**config.mk**
```make
export PLATFORM = sky130hd
export DESIGN_NAME = vc_credit_allocator
export DESIGN_NICKNAME = d
export VERILOG_FILES = /design/src/rtl/vc_credit_allocator.sv
export SDC_FILE = /design/constraint.sdc
export NUM_CORES = 1
export LEC_CHECK = 0
export CAP_MARGIN = 20
export CORE_AREA = 2 2 87 89
export DETAILED_ROUTE_END_ITERATION = 8
export DIE_AREA = 0 0 89 91
export PLACE_DENSITY = 0.72
export SETUP_SLACK_MARGIN = 0.4
export SLEW_MARGIN = 0
export SYNTH_ARGS = -nofsm -noshare
export SYNTH_HDL_FRONTEND = slang
export SYNTH_SLANG_ARGS = --single-unit
```
**constraint.sdc**
```tcl
create_clock -name clk_i -period 6 [get_ports clk_i]
set_input_delay 1.5 -clock clk_i [delete_from_list [all_inputs] [get_ports clk_i]]
set_output_delay 1.5 -clock clk_i [all_outputs]
set_load 0.1 [all_outputs]
```
**src/rtl/vc_credit_allocator.sv**
```systemverilog
// Per-output-port VC + switch allocator with credit-based flow control.
// Optional credit error checking is enabled by defining VC_ALLOC_CREDIT_CHECK_EN.
module vc_credit_allocator #(
    parameter int unsigned IN_N         = 5,
    parameter int unsigned VC_N         = 2,
    parameter int unsigned CREDIT_DEPTH = 4,
    parameter int unsigned VC_IDW       = (VC_N > 1) ? $clog2(VC_N) : 1,
    parameter int unsigned CRED_W       = $clog2(CREDIT_DEPTH + 1)
) (
    input  logic                     clk_i,
    input  logic                     rst_ni,
    input  logic [IN_N-1:0]          req_i,
    input  logic [IN_N-1:0]          data_vld_i,
    input  logic [IN_N-1:0]          flit_is_tail_i,
    input  logic [VC_N-1:0]          credit_rtn_i,
    output logic [IN_N-1:0]          vc_grant_o,
    output logic [IN_N*VC_IDW-1:0]   vc_id_o,
    output logic [IN_N-1:0]          sel_o,
    output logic                     oc_vld_o,
    output logic [VC_IDW-1:0]        oc_vc_o,
    output logic [VC_N*CRED_W-1:0]   credit_cnt_o,
    output logic                     err_o
);

    localparam int unsigned IN_IDW = (IN_N > 1) ? $clog2(IN_N) : 1;
    localparam logic [CRED_W-1:0] CredMax = CRED_W'(CREDIT_DEPTH);
    localparam logic [IN_IDW-1:0] PtrLast = IN_IDW'(IN_N - 1);

    logic [VC_N-1:0]                 vc_busy_q, vc_busy_d;
    logic [IN_N-1:0]                 grant_q, grant_d;
    logic [IN_N-1:0][VC_IDW-1:0]     id_q, id_d;
    logic [VC_N-1:0][CRED_W-1:0]     cred_q, cred_d;
    logic [IN_IDW-1:0]               va_ptr_q, va_ptr_d;
    logic [IN_IDW-1:0]               sa_ptr_q, sa_ptr_d;

    logic [IN_N-1:0]                 va_cand, sa_cand, sel;
    logic                            va_found, free_found, sa_found;
    logic [IN_IDW-1:0]               va_win, sa_win;
    logic [VC_IDW-1:0]               free_vc, sa_vc;
    logic [VC_N-1:0]                 xfer_vc;

    // Index of the k-th position after ptr, wrapping at IN_N.
    function automatic logic [IN_IDW-1:0] rr_idx(input logic [IN_IDW-1:0] ptr,
                                                 input int unsigned k);
        logic [IN_IDW:0] sum;
        sum = {1'b0, ptr} + (IN_IDW+1)'(k);
        if (sum >= (IN_IDW+1)'(IN_N)) sum = sum - (IN_IDW+1)'(IN_N);
        return sum[IN_IDW-1:0];
    endfunction

    function automatic logic [IN_IDW-1:0] ptr_inc(input logic [IN_IDW-1:0] p);
        return (p == PtrLast) ? '0 : p + 1'b1;
    endfunction

    always_comb begin
        va_cand    = req_i & data_vld_i & ~grant_q;
        va_found   = 1'b0;
        va_win     = '0;
        for (int unsigned k = 0; k < IN_N; k++) begin
            if (!va_found && va_cand[rr_idx(va_ptr_q, k)]) begin
                va_found = 1'b1;
                va_win   = rr_idx(va_ptr_q, k);
            end
        end
        free_found = 1'b0;
        free_vc    = '0;
        for (int unsigned v = 0; v < VC_N; v++) begin
            if (!free_found && !vc_busy_q[v]) begin
                free_found = 1'b1;
                free_vc    = VC_IDW'(v);
            end
        end
    end

    // Only registered grants are eligible, so a fresh grant waits one cycle.
    always_comb begin
        for (int unsigned i = 0; i < IN_N; i++) begin
            sa_cand[i] = grant_q[i] & data_vld_i[i] & (cred_q[id_q[i]] != '0);
        end
        sa_found = 1'b0;
        sa_win   = '0;
        for (int unsigned k = 0; k < IN_N; k++) begin
            if (!sa_found && sa_cand[rr_idx(sa_ptr_q, k)]) begin
                sa_found = 1'b1;
                sa_win   = rr_idx(sa_ptr_q, k);
            end
        end
        sel   = '0;
        sa_vc = '0;
        if (sa_found) begin
            sel[sa_win] = 1'b1;
            sa_vc       = id_q[sa_win];
        end
        for (int unsigned v = 0; v < VC_N; v++) begin
            xfer_vc[v] = sa_found && (sa_vc == VC_IDW'(v));
        end
    end

    always_comb begin
        grant_d   = grant_q;
        id_d      = id_q;
        vc_busy_d = vc_busy_q;
        va_ptr_d  = va_ptr_q;
        sa_ptr_d  = sa_ptr_q;
        if (sa_found) begin
            sa_ptr_d = ptr_inc(sa_win);
            if (flit_is_tail_i[sa_win]) begin
                vc_busy_d[sa_vc] = 1'b0;
                grant_d[sa_win]  = 1'b0;
                id_d[sa_win]     = '0;
            end
        end
        // Uses pre-edge busy state: a VC freed this cycle is not reused until next cycle.
        if (va_found && free_found) begin
            grant_d[va_win]    = 1'b1;
            id_d[va_win]       = free_vc;
            vc_busy_d[free_vc] = 1'b1;
            va_ptr_d           = ptr_inc(va_win);
        end
    end

    always_comb begin
        cred_d = cred_q;
        for (int unsigned v = 0; v < VC_N; v++) begin
            if (xfer_vc[v] && !credit_rtn_i[v] && cred_q[v] != '0) begin
                cred_d[v] = cred_q[v] - 1'b1;
            end else if (credit_rtn_i[v] && !xfer_vc[v] && cred_q[v] != CredMax) begin
                cred_d[v] = cred_q[v] + 1'b1;
            end
        end
    end

    always_ff @(posedge clk_i or negedge rst_ni) begin
        if (!rst_ni) begin
            vc_busy_q <= '0;
            grant_q   <= '0;
            id_q      <= '0;
            cred_q    <= {VC_N{CredMax}};
            va_ptr_q  <= '0;
            sa_ptr_q  <= '0;
        end else begin
            vc_busy_q <= vc_busy_d;
            grant_q   <= grant_d;
            id_q      <= id_d;
            cred_q    <= cred_d;
            va_ptr_q  <= va_ptr_d;
            sa_ptr_q  <= sa_ptr_d;
        end
    end

`ifdef VC_ALLOC_CREDIT_CHECK_EN
    logic err_q, err_d;

    always_comb begin
        err_d = err_q;
        for (int unsigned v = 0; v < VC_N; v++) begin
            if (credit_rtn_i[v] && !xfer_vc[v] && cred_q[v] == CredMax) err_d = 1'b1;
            if (xfer_vc[v] && cred_q[v] == '0) err_d = 1'b1;
        end
    end

    always_ff @(posedge clk_i or negedge rst_ni) begin
        if (!rst_ni) begin
            err_q <= 1'b0;
        end else begin
            err_q <= err_d;
        end
    end

    assign err_o = err_q;
`else
    assign err_o = 1'b0;
`endif

    assign vc_grant_o   = grant_q;
    assign vc_id_o      = id_q;
    assign sel_o        = sel;
    assign oc_vld_o     = sa_found;
    assign oc_vc_o      = sa_vc;
    assign credit_cnt_o = cred_q;

endmodule

```
==> reports/results.ini, run 1 <==
[outcome]
status=completed

[routing]
ant_nets=0
drt_iter0_drc=170
route.detailed.drc=0
first_pass_iters=5
vias=3636
wl_per_cell_um=17.17
viasPerCell=5.970
wirelength_um=10460

[sta]
slew_headroom=0.3413
worstMarginPinSlew_ps=985.0
setup_viol=0
rsz0062_at_grt=true
setup_ws_ps=365.6
finalHoldViolCount=0
finalCriticalPeriod_ps=5634
drv_slew=0
period_share=0.9391
clock_skew_ps=4.687
holdWs_ps=506.0
fmax_ghz=0.1775

[clock_network]
cts_tree=done
clk_latency_ps=280
cts_sinks=24
cts_buffers=3
path_clk_slew_ps=90
h-tree-depth=1
cts_root_buffer=clkbuf_8
cts_buffer_depth=2
ctsHoldBuffers=0

[worst_setup_path]
start_kind=input port
cp_max_fo=6
crit_start=data_vld_i[3]
end_kind=output port
critical_path_class=input port to output port
crit_required_ps=4500
arrival_ps=4130
rr_startpoint=sa_ptr_q[0]

[layout]
diodes=0
utilization=0.6778
multiInputGateArea_um2=3008
layout_common_cells=buf_4 (47), nor2_1 (34), clkdlybuf4s50_1 (29)
area_growth_pct=38.57
final_nets=554
final_common_cell=buf_4
drive_gt1_frac=0.3020
fillers=572
design_area_um2=4837
ff_latch_area_um2=605.6

[global_routing]
antenna_found_initial=0
grt_max_degree=25
grt_pass1_vias=3571
grt_first_pass_wirelength_um=17260
grt_usage=0.2645
grt.overflow.total=0

[placement]
place_congestion=0.9515
pre_cts_ws_ps=-28.38
place_area_um2=4249
port_buffers=41
dp.final_hpwl_um=7679

[logic_synthesis]
synthDistinctLibCells=89
synth_edf_count=0
netlist_instances=423
synth-seq-cells=24
async_reset_ff_frac=1.000
synth_area_um2=3491
syn-num-nets=466
yosysWarnings=0
syn_area_per_cell_um2=8.253
ys.flop_type=dfrtp_1
seq_area_frac_synth=0.1728

[flow_run]
maxCapViolations=0

[floorplanning]
dieArea_um2=8099
num_rows=31
num_io_pins=43
die_x_um=89
initial_core_util=0.4891
core_um2=7137
die_h_um=91

[min_path]
hold_class=flop to flop
hold_start=vc_busy_q[1]

## cell families (layout without fill, tap and decap cells)
family,count (synthesis),count (layout),synth area share
AO/OA/AOI/OAI,126,126,0.2753
multiplexers,28,28,0.09857
AND/OR/NAND/NOR,166,166,0.2688
adder cells (fa/ha/maj),24,24,0.09462
other,1,1,0.001074
flip-flops,24,24,0.1728
XOR/XNOR,14,14,0.03728
buffers and inverters,40,127,0.05161
## final cells by class
type	count	area share
Clock buffer	4	0.009312
Inverter	28	0.02354
Multi-Input combinational cell	359	0.6218
Sequential cell	24	0.1252
Tap cell	99	0.02561
Timing Repair Buffer	95	0.1945
## what timing repair did
item,CTS,global route
buffers inserted,16,15
hold endpoints to repair,0,0
gates cloned,0,0
endpoints found under the setup margin,6,6
resized for setup,60,15
pin swaps,25,12
## per-layer routing
metal / share of wire / wire length [um] / track usage / vias to the layer above
met5: 0 / 0 / 0 / -
met4: 0.027 / 281 / 0.08333 / 0
met2: 0.46 / 4850 / 0.4067 / 119
met1: 0.46 / 4860 / 0.3838 / 1748
met3: 0.044 / 465 / 0.03273 / 22
li1: - / - / - / 1747
## state kept, by name (all words and copies together), names as in the netlist
register / flops
vc_id_o: 5
sa_ptr_q: 3
vc_grant_o: 5
credit_cnt_o: 6
vc_busy_q: 2
va_ptr_q: 3
## critical path, cell delays in order
cell	delay, ps
buf_4	120
nand3b_1	90
o22ai_2	100
buf_4	200
mux2i_1	240
o211ai_1	150
o21a_2	210
or3_4	460
o22a_4	250
a21oi_4	240
inv_4	90
nor3_4	250
buf_12	210
## worst paths after layout
kind	to	slack, ps	cells past startpoint
setup / recovery	sel_o[2]	370	13
hold / removal	vc_busy_q[1]	510	1
setup reg to reg	credit_cnt_o[2]	1180	21
hold reg to reg	vc_busy_q[1]	510	1
max in group asynchronous	credit_cnt_o[2]	4030	2
min in group asynchronous	va_ptr_q[0]	1480	1
## metrics by stage
stage	instances	TNS, ps
global placement	573	0
finish	609	0
floorplan	423	0
CTS	593	0
global route	609	0
detailed placement	573	-65.13
## cells in the mapped netlist, types with 7 or more instances
cell,n,area share
dfrtp_1,22,0.16
xnor2_1,10,0.025
nand2b_1,10,0.018
nand3_1,20,0.029
mux2_2,7,0.023
nor3_1,9,0.013
o21ai_0,26,0.037
ha_1,20,0.072
or3_1,10,0.018
nand2_1,29,0.031
inv_1,26,0.028
nor2_1,39,0.042
a21oi_1,25,0.036
mux2i_1,16,0.046
Power of run 1 is not shown: default switching activity piles up to over one toggle a cycle in this logic, so the estimate is an artifact.
==> inputs of run 2 (changes only) <==
--- a/config.mk
+++ b/config.mk
@@ -9,7 +9,7 @@
 export CORE_AREA = 2 2 87 89
 export DETAILED_ROUTE_END_ITERATION = 8
 export DIE_AREA = 0 0 89 91
-export PLACE_DENSITY = 0.72
+export PLACE_DENSITY = 0.74
 export SETUP_SLACK_MARGIN = 0.4
 export SLEW_MARGIN = 0
 export SYNTH_ARGS = -nofsm -noshare
==> constraint.sdc (replaced) <==
create_clock -name clk_i -period 4.7 [get_ports clk_i]
set_input_delay 1.175 -clock clk_i [delete_from_list [all_inputs] [get_ports clk_i]]
set_output_delay 1.175 -clock clk_i [all_outputs]
set_load 0.1 [all_outputs]
==> reports/results.ini, run 2 (same netlist as run 1, synthesis figures left out) <==
[clock_network]
cts_tree=done
cts_buffer_depth=2  ; unchanged
cts_root_buffer=clkbuf_8
cts_sinks=24  ; unchanged
ctsHoldBuffers=0  ; unchanged
clk_latency_ps=270  ; about the same
cts_buffers=3  ; unchanged
h-tree-depth=1  ; unchanged
path_clk_slew_ps=90  ; about the same

[layout]
final_nets=607  ; +9.6%
fillers=457  ; -20%
layout_common_cells=buf_4 (90), nor2_1 (33), clkdlybuf4s50_1 (29)
area_growth_pct=53.87
drive_gt1_frac=0.3996  ; +0.09768
diodes=0  ; unchanged
largest_register_ffs=6  ; unchanged
final_common_cell=buf_4
utilization=0.7526  ; +0.07486

[placement]
port_buffers=41  ; unchanged
pre_cts_ws_ps=-624.7  ; -596.3 ps
place_congestion=0.9913  ; +4.2%
dp.final_hpwl_um=8521  ; +11%

[sta]
drv_slew=0  ; unchanged
holdWs_ps=581.3  ; +75.34 ps
fmax_ghz=0.1953
rsz0062_at_grt=true
slew_headroom=0.3310  ; -0.01030
worstMarginPinSlew_ps=1000  ; +15.40 ps
period_share=1.089
clock_skew_ps=6.410  ; +1.723 ps
finalHoldViolCount=0  ; unchanged
setup_viol=7  ; +7
setup_ws_ps=-420.6  ; -786.2 ps
finalCriticalPeriod_ps=5121

[worst_setup_path]
cp_max_fo=5  ; -1
critical_path_class=input port to output port
critPathMaxStageDelay_ps=430  ; -30 ps
crit_required_ps=3520  ; -980 ps
crit_slowest_cell=or3_4
path_buf_inv=6  ; +2
worst_path_dominant_cell_family=simple AND/OR/NAND/NOR gates
crit_start=data_vld_i[1]
arrival_ps=3950  ; -180 ps
end_kind=output port
worst_path_most_repeated_cell=nand3_4
rr_startpoint=sa_ptr_q[1]
cp_cell_sequence=clkdlybuf4s15_2, nand3b_1, o22ai_4, or3_1, nand4_2, buf_4, nand3_4, or3_4, buf_6, o22a_4, a21oi_4, inv_4, o21ai_4, nand3_4, clkinvlp_4, buf_12
start_kind=input port

[min_path]
hold_class=flop to flop
hold_start=vc_grant_o[2]

[global_routing]
grt.overflow.total=0  ; unchanged
antenna_found_initial=0  ; unchanged
grt_max_degree=25  ; unchanged
grt_pass1_vias=4049  ; +13%
grt_first_pass_wirelength_um=19620  ; +14%
grt_usage=0.3017  ; +0.03728

[floorplanning]
core_um2=7137  ; unchanged
dieArea_um2=8099  ; unchanged
die_h_um=91  ; unchanged
initial_core_util=0.4891  ; unchanged
num_io_pins=43  ; unchanged
num_rows=31  ; unchanged
die_x_um=89  ; unchanged

[routing]
wl_per_cell_um=20.26  ; +18%
vias=4187  ; +15%
viasPerCell=6.325  ; +5.9%
ant_nets=0  ; unchanged
route.detailed.drc=0  ; unchanged
drt_iter0_drc=351  ; +110%
wirelength_um=13410  ; +28%
first_pass_iters=5  ; unchanged

[flow_run]
maxCapViolations=0  ; unchanged

[outcome]
violations=setup timing
status=complete, but fails checks

[run 2: changes by cell type in the layout (fill, tap and decap cells not counted), sizes merged]
cell	previous run	this run
buf	65	114
dlygate4sd2	1	3
bufinv	0	1
clkdlybuf4s15	0	1
[run 2: final timing paths]
kind,end,slack (ps),cells after the start
max reg2reg,credit_cnt_o[2],-220,21
min reg2reg,vc_grant_o[2],580,2
max in group asynchronous,credit_cnt_o[5],3100,2
max,oc_vc_o,-420,16
min,vc_grant_o[2],580,2
min in group asynchronous,va_ptr_q[1],1110,1
[run 2: worst reg2reg max path, cell delays in order, from the launching register on]
cell and delay [ps]:
dfrtp_1 460, buf_4 190, fa_2 410, a21oi_4 200, xnor2_4 170, mux2i_1 240, o32ai_2 110, buf_4 180
nand2b_4 170, a221oi_4 370, buf_6 160, o32ai_4 100, a221oi_4 370, o21ai_4 100, buf_4 140, buf_6 100
buf_6 120, a211oi_4 280, fa_2 260, and2_4 150, o21ai_2 50, mux4_2 490
[run 2: final cells by class]
cell class / instances / area [um^2] / area share
timing repair buffer: 148 / 1354 / 0.2520
inverter: 28 / 118.9 / 0.02213
sequential: 24 / 609.3 / 0.1134
tap: 99 / 123.9 / 0.02306
multi-input combinational: 359 / 3094 / 0.5761
clock inverter: 1 / 30.03 / 0.005590
clock buffer: 3 / 41.29 / 0.007687
[run 2: timing repair]
item	in CTS	in global routing
setup endpoints to repair	14	23
gates resized for setup	63	27
gates cloned	0	0
buffers inserted	16	16
pin swaps	27	22
[run 2: per-layer routing]
layer / vias up / wire (um) / track usage
met5: - / 0 / 0
met4: 0 / 724 / 0.1132
met3: 74 / 1048 / 0.04091
met2: 267 / 6557 / 0.4925
met1: 1983 / 5082 / 0.4013
li1: 1863 / - / -
[run 2: stage by stage]
stage | instances | setup TNS, ps | area (um^2)
final | 662 | -2209 | 5371
after global routing | 662 | -3429 | 5371
after CTS | 645 | -1688 | 5120
after detailed placement | 625 | -4899 | 4669
after global placement | 625 | -3871 | 4669
after floorplan | 423 | -1544 | 3603
Power of run 2 is left out for the same reason.
